**src/rtl/eq_gain_loader.sv**
```systemverilog
// CPU-side loader for the equalizer gain RAM: shadows byte writes, snapshots on commit,
// and streams the snapshot into the equalizer on a frame boundary.
module eq_gain_loader #(
  parameter int unsigned num_of_filters = 4,
  parameter logic [15:0] gain_reset     = 16'h0000
) (
  input  logic        clk,
  input  logic        reset_n,
  input  logic        cpu_wr,
  input  logic [3:0]  cpu_addr,
  input  logic        cpu_byte_sel,
  input  logic [7:0]  cpu_data,
  input  logic [3:0]  cpu_rd_addr,
  output logic [15:0] cpu_rd_data,
  input  logic        commit,
  input  logic        sample_stb,
  output logic        busy,
  output logic        done,
  output logic        resync,
  input  logic        clear_flag,
  output logic        eq_wr,
  output logic [7:0]  eq_gain_lsb,
  output logic [7:0]  eq_gain_msb,
  input  logic        wr_addr_zero
);

  localparam logic [2:0] S_IDLE      = 3'd0;
  localparam logic [2:0] S_SNAP      = 3'd1;
  localparam logic [2:0] S_WAIT      = 3'd2;
  localparam logic [2:0] S_ALIGN_WR  = 3'd3;
  localparam logic [2:0] S_ALIGN_CHK = 3'd4;
  localparam logic [2:0] S_LOAD_WR   = 3'd5;
  localparam logic [2:0] S_LOAD_GAP  = 3'd6;

  localparam logic [4:0] NF       = 5'(num_of_filters);
  localparam logic [3:0] LAST_IDX = 4'(num_of_filters - 1);

  // Tables are sized for the full 4-bit index space; entries >= num_of_filters stay constant.
  logic [15:0] r_shadow [0:15];
  logic [15:0] r_snap   [0:15];
  logic [2:0]  r_state;
  logic [3:0]  r_idx;
  logic        r_pending;
  logic        r_eq_wr;
  logic        r_busy;
  logic        r_done;
  logic        r_resync;
  logic [7:0]  r_lsb;
  logic [7:0]  r_msb;
  logic        w_wr_ok;
  logic        w_rd_ok;

  assign w_wr_ok     = cpu_wr && ({1'b0, cpu_addr} < NF);
  assign w_rd_ok     = {1'b0, cpu_rd_addr} < NF;
  assign cpu_rd_data = w_rd_ok ? r_shadow[cpu_rd_addr] : '0;

  assign busy        = r_busy;
  assign done        = r_done;
  assign resync      = r_resync;
  assign eq_wr       = r_eq_wr;
  assign eq_gain_lsb = r_lsb;
  assign eq_gain_msb = r_msb;

  always_ff @(posedge clk or negedge reset_n) begin
    if (!reset_n) begin
      for (int unsigned i = 0; i < 16; i++) r_shadow[i] <= gain_reset;
    end else if (w_wr_ok) begin
      if (cpu_byte_sel) r_shadow[cpu_addr][15:8] <= cpu_data;
      else              r_shadow[cpu_addr][7:0]  <= cpu_data;
    end
  end

  always_ff @(posedge clk or negedge reset_n) begin
    if (!reset_n) begin
      for (int unsigned i = 0; i < 16; i++) r_snap[i] <= gain_reset;
      r_state   <= S_IDLE;
      r_idx     <= '0;
      r_pending <= 1'b0;
      r_eq_wr   <= 1'b0;
      r_busy    <= 1'b0;
      r_done    <= 1'b0;
      r_resync  <= 1'b0;
      r_lsb     <= '0;
      r_msb     <= '0;
    end else begin
      r_eq_wr <= 1'b0;
      r_done  <= 1'b0;
      if (commit && (r_state != S_IDLE || r_done)) r_pending <= 1'b1;
      if (clear_flag) r_resync <= 1'b0;
      // Write strobes and data are registered on the transition into a *_WR state.
      case (r_state)
        S_IDLE: begin
          if (commit || r_pending) begin
            r_state <= S_SNAP;
            r_busy  <= 1'b1;
          end
        end
        S_SNAP: begin
          for (int unsigned i = 0; i < 16; i++) r_snap[i] <= r_shadow[i];
          r_pending <= commit;
          r_state   <= S_WAIT;
        end
        S_WAIT, S_ALIGN_CHK: begin
          if (r_state == S_ALIGN_CHK || sample_stb) begin
            r_eq_wr <= 1'b1;
            if (wr_addr_zero) begin
              r_state        <= S_LOAD_WR;
              r_idx          <= '0;
              {r_msb, r_lsb} <= r_snap[0];
            end else begin
              r_state <= S_ALIGN_WR;
              r_lsb   <= '0;
              r_msb   <= '0;
              if (r_state == S_WAIT) r_resync <= 1'b1;
            end
          end
        end
        S_ALIGN_WR: r_state <= S_ALIGN_CHK;
        S_LOAD_WR:  r_state <= S_LOAD_GAP;
        S_LOAD_GAP: begin
          if (r_idx == LAST_IDX) begin
            r_state <= S_IDLE;
            r_busy  <= 1'b0;
            r_done  <= 1'b1;
          end else begin
            r_idx          <= r_idx + 4'd1;
            r_state        <= S_LOAD_WR;
            r_eq_wr        <= 1'b1;
            {r_msb, r_lsb} <= r_snap[r_idx + 4'd1];
          end
        end
        default: begin
          r_state <= S_IDLE;
          r_busy  <= 1'b0;
        end
      endcase
    end
  end

endmodule

```
**config.mk**
```make
export PLATFORM = sky130hd
export DESIGN_NAME = eq_gain_loader
export DESIGN_NICKNAME = d
export VERILOG_FILES = /design/src/rtl/eq_gain_loader.sv
export SDC_FILE = /design/constraint.sdc
export NUM_CORES = 1
export LEC_CHECK = 0
export ABC_AREA = 1
export CAP_MARGIN = 25
export CORE_MARGIN = 5
export CORE_UTILIZATION = 45
export CTS_BUF_LIST = sky130_fd_sc_hd__clkbuf_8 sky130_fd_sc_hd__clkbuf_16
export DETAILED_ROUTE_END_ITERATION = 12
export PLACE_DENSITY_LB_ADDON = 0.15
export RECOVER_POWER = 100
export SLEW_MARGIN = 20
export SYNTH_ARGS = -nofsm -noshare
export SYNTH_HDL_FRONTEND = slang
export SYNTH_SLANG_ARGS = --single-unit
```
**constraint.sdc**
```tcl
create_clock -name clk -period 2.1 [get_ports clk]
set_input_delay 0.315 -clock clk [delete_from_list [all_inputs] [get_ports clk]]
set_output_delay 0.315 -clock clk [all_outputs]
set_load 0.1 [all_outputs]
```
==> summary.md <==
| Metric | Value |
|---|---|
| Final antenna-violating net count | `0` |
| Worst Tran Pin Value | `1.43 ns` |
| WP depth | `5` |
| Status | `finished, final reports clean` |
| Die area | `53800 sq um` |
| Distinct cells, synth | `31` |
| TritonRoute pass-1 iters | `5` |
| PD cells | `1250 nW/um^2` |
| Hold Crit Class | `input port to register` |
| Warning count from the yosys run | `0` |
| Final setup violating endpoints | `0` |
| Port Buffers | `59` |
| CP endpoint kind | `primary output` |
| Post-synth ARST share | `100%` |
| Vias after detailed routing | `~15000` |
| Die X | `between 200 and 250 microns` |
| Post-Syn Instances | `2532` |
| Gr usage total | `19.4%` |
| Layout cell share with drive strength beyond 1 | `between 10% and 20%` |
| Worst reg-to-reg path cell count | `10` |
| Sequential cell area | `13500 sq um` |
| VDD IR max | `0.000943 V` |
| Vias per inst | `4.86` |
| Mapped Nets | `2557` |
| Avg Cell Area, Syn | `8.76 sq um` |
| Cell type with the largest total area after synthesis | `dfrtp_1` |
| Buffer and inverter count on the worst path | `3` |
| Hold Slack | `0.330 ns` |
| LEAKAGE | `about 12 nW` |
| Crit-path leading delay family | `buffers and inverters` |
| Final GP Congestion | `0.869` |
| Largest net degree at the start of global routing | `93` |
| Clock skew | `approximately 0.013 ns` |
| Synth Register Bits | `540` |
| WS Path Type | `input port to primary output` |
| Fmax | `487 MHz` |
| Initial Util | `a little under half` |
| PnR worst setup slack | `approximately 0.047 ns` |
| DR WL/cell | `16.5 microns` |
| GRT Residual Overflow | `0` |
| CP startpoint kind | `input port` |
| Core area | `48800 sq um` |
| Area of the multi-input gates | `~6200 sq um` |
| WHS Endpoint | `resync$_DFF_PN0_` |
| Post-layout min period | `about 2.1 ns` |
| CTS Sinks | `540` |
| CTS tree | `yes` |
| Drt initial violations | `1206` |
| Worst-path fanout max | `32` |
| Clk slew on worst S/H paths | `around 0.060 ns` |
| Hold_sp | `clear_flag` |
| Core Rows | `81` |
| Top post-synthesis cells by area | `dfrtp_1, nand2_1, o21ai_0` |
| Top post-synthesis cells by count | `nand2_1, dfrtp_1, o21ai_0` |
| Worst r2r src | `r_idx[0]$_DFFE_PN0P_` |
| Slew HR | `4.88%` |
| Most common cell in the netlist | `nand2_1` |
| Predominant post-synthesis flop cell | `dfrtp_1` |
| CP peak stage delay | `0.47 ns` |
| RSZ-0062 raised after global routing | `yes` |
| Place WS | `-0.0126 ns` |
| Mapped cell area | `22200 sq um` |
| Layout Nets | `2434` |
| Dpl hpwl | `34000 microns` |
| Initial antenna violation count | `0` |
| Critical R2R Capture | `eq_gain_msb[1]$_DFFE_PN0P_` |
| R2r setup slk | `approximately 0.10 ns` |
| First-pass GRT wire length | `84100 microns` |
| Clock buffer depth | `3` |
| WL final | `51400 microns` |
| Arr. time, crit path | `1.74 ns` |
| Worst path cell trace | `clkdlybuf4s50_1 > buf_4 > o21ai_0 > a21oi_2 > buf_12` |
| H-tree depth | `2` |
| Slew Limit Fails | `0` |
| Post-synth EDFFs | `0` |
| Yosys top cell area share | `about three fifths` |
| Worst hold stages | `3` |
| Hold Fails Final Rpt | `0` |
| Ant. Diodes | `0` |
| Slowest library cell on the worst path | `clkdlybuf4s50_1` |
| Area grow syn2layout | `12.9%` |
| Fin crit share | `a little under 100%` |
| Chip Height | `232 microns` |
| Top Ports | `60` |
| Seq/Total Area, Yosys | `a little over 60%` |
| Residual DRC | `0` |
| # Max-Cap Violations | `0` |
| Filler cells | `4513` |
| Clock Latency Late Sink | `0.60 ns` |
| CTS buffer count | `55` |
| CTS Root Cell | `clkbuf_16` |
| Vias in the first global route | `15200` |
| Worst EP required | `1.78 ns` |
==> worst register-to-register path, delay by kind of cell, from the launching register on <==
family	cells	cell delay [ns]
simple gates	6	0.51
fa+ha+maj	1	0.42
flops	1	0.47
buf+inv	3	0.50
==> cells in the final DEF, fill, tap and decap left out, types with 15 or more instances in the layout <==
| cell type | Yosys | layout |
|---|---|---|
| clkbuf_2 | 2 | 29 |
| clkbuf_16 | 0 | 56 |
| buf_12 | 0 | 29 |
| clkbuf_8 | 0 | 15 |
| buf_4 | 0 | 38 |
| a21oi_1 | 68 | 52 |
| a21oi_2 | 1 | 17 |
| clkdlybuf4s50_1 | 0 | 20 |
| nor2_1 | 33 | 35 |
| o21ai_0 | 328 | 322 |
| nand2_1 | 629 | 630 |
| inv_1 | 313 | 325 |
| nand3_1 | 243 | 244 |
| dfrtp_1 | 540 | 539 |
==> per-stage QoR <==
| stage | area, sq um | power (mW) | setup TNS (ns) | utilization (%) | instances |
|---|---|---|---|---|---|
| after floorplan | 22200 | 18.5 | -2.23 | - | 2532 |
| after global placement | 23400 | 21.8 | 0 | 47.8 | 3003 |
| after detailed placement | 23400 | 21.8 | -0.0234 | 47.8 | 3003 |
| after CTS | 25200 | 31.7 | 0 | 51.6 | 3107 |
| after global routing | 25000 | 33.0 | -0.0483 | 51.3 | 3118 |
| final | 25000 | 31.2 | 0 | 51.3 | 3118 |
==> where the power goes <==
group | internal, mW | total [mW] | switching, mW
Sequential | 11.4 | 12.1 | 0.651
Combinational | 2.76 | 9.34 | 6.58
Clock | 5.73 | 9.77 | 4.04
==> registers in the layout (all words and copies together) (netlist names) <==
name         cells
r_shadow       256
r_snap         256
eq_gain_lsb      8
eq_gain_msb      8
r_idx            4
r_state          3
busy             1
done             1
eq_wr            1
r_pending        1
resync           1
==> cell families (layout without fill, tap and decap cells) <==
| kind of cell | after synthesis | after routing | share of synthesized area [%] |
|---|---|---|---|
| compound gates | 410 | 410 | 9.32 |
| xor+xnor | 3 | 3 | 0.152 |
| fa+ha+maj | 1 | 1 | 0.0564 |
| buf+inv | 642 | 564 | 11.3 |
| flops | 540 | 540 | 60.9 |
| mux | 14 | 14 | 0.711 |
| simple gates | 922 | 922 | 17.5 |
==> worst max-delay path by stage <==
stage,start,endpoint,slack (ns)
after floorplan,cpu_rd_addr[1],cpu_rd_data[10],-0.22
after global placement,cpu_rd_addr[1],cpu_rd_data[13],0.04
after detailed placement,cpu_rd_addr[1],cpu_rd_data[11],-0.01
after CTS,r_shadow[219]$_DFFE_PN0P_,cpu_rd_data[11],0.002
after global routing,r_shadow[220]$_DFFE_PN0P_,cpu_rd_data[12],-0.01
final,cpu_rd_addr[0],cpu_rd_data[11],0.05
==> what timing repair did <==
item	CTS	global route
hold buffers	1	0
setup endpoints to repair	3	16
endpoints found under the hold margin	34	0
cloned	0	0
resized for setup	2	14
pin swaps	1	14
setup buffers	1	11
==> layer usage <==
metal | track usage (%) | wire length [microns] | up-vias
li1 | - | - | 7514
met1 | 27.6 | 23900 | 7286
met2 | 30.4 | 23700 | 263
met3 | 3.25 | 2180 | 98
met4 | 6.65 | 1640 | 0
met5 | 0 | 0 | -
==> cell type report <==
cell class | instances | area share, %
clock buffers | 71 | 6.42
clock inverters | 31 | 0.924
inverters | 318 | 4.79
multi-input cells | 1350 | 24.8
flip-flops and latches | 540 | 54.0
well taps | 664 | 3.32
repair buffers | 144 | 5.81
No activity file was read; power rests on OpenSTA's default activity.
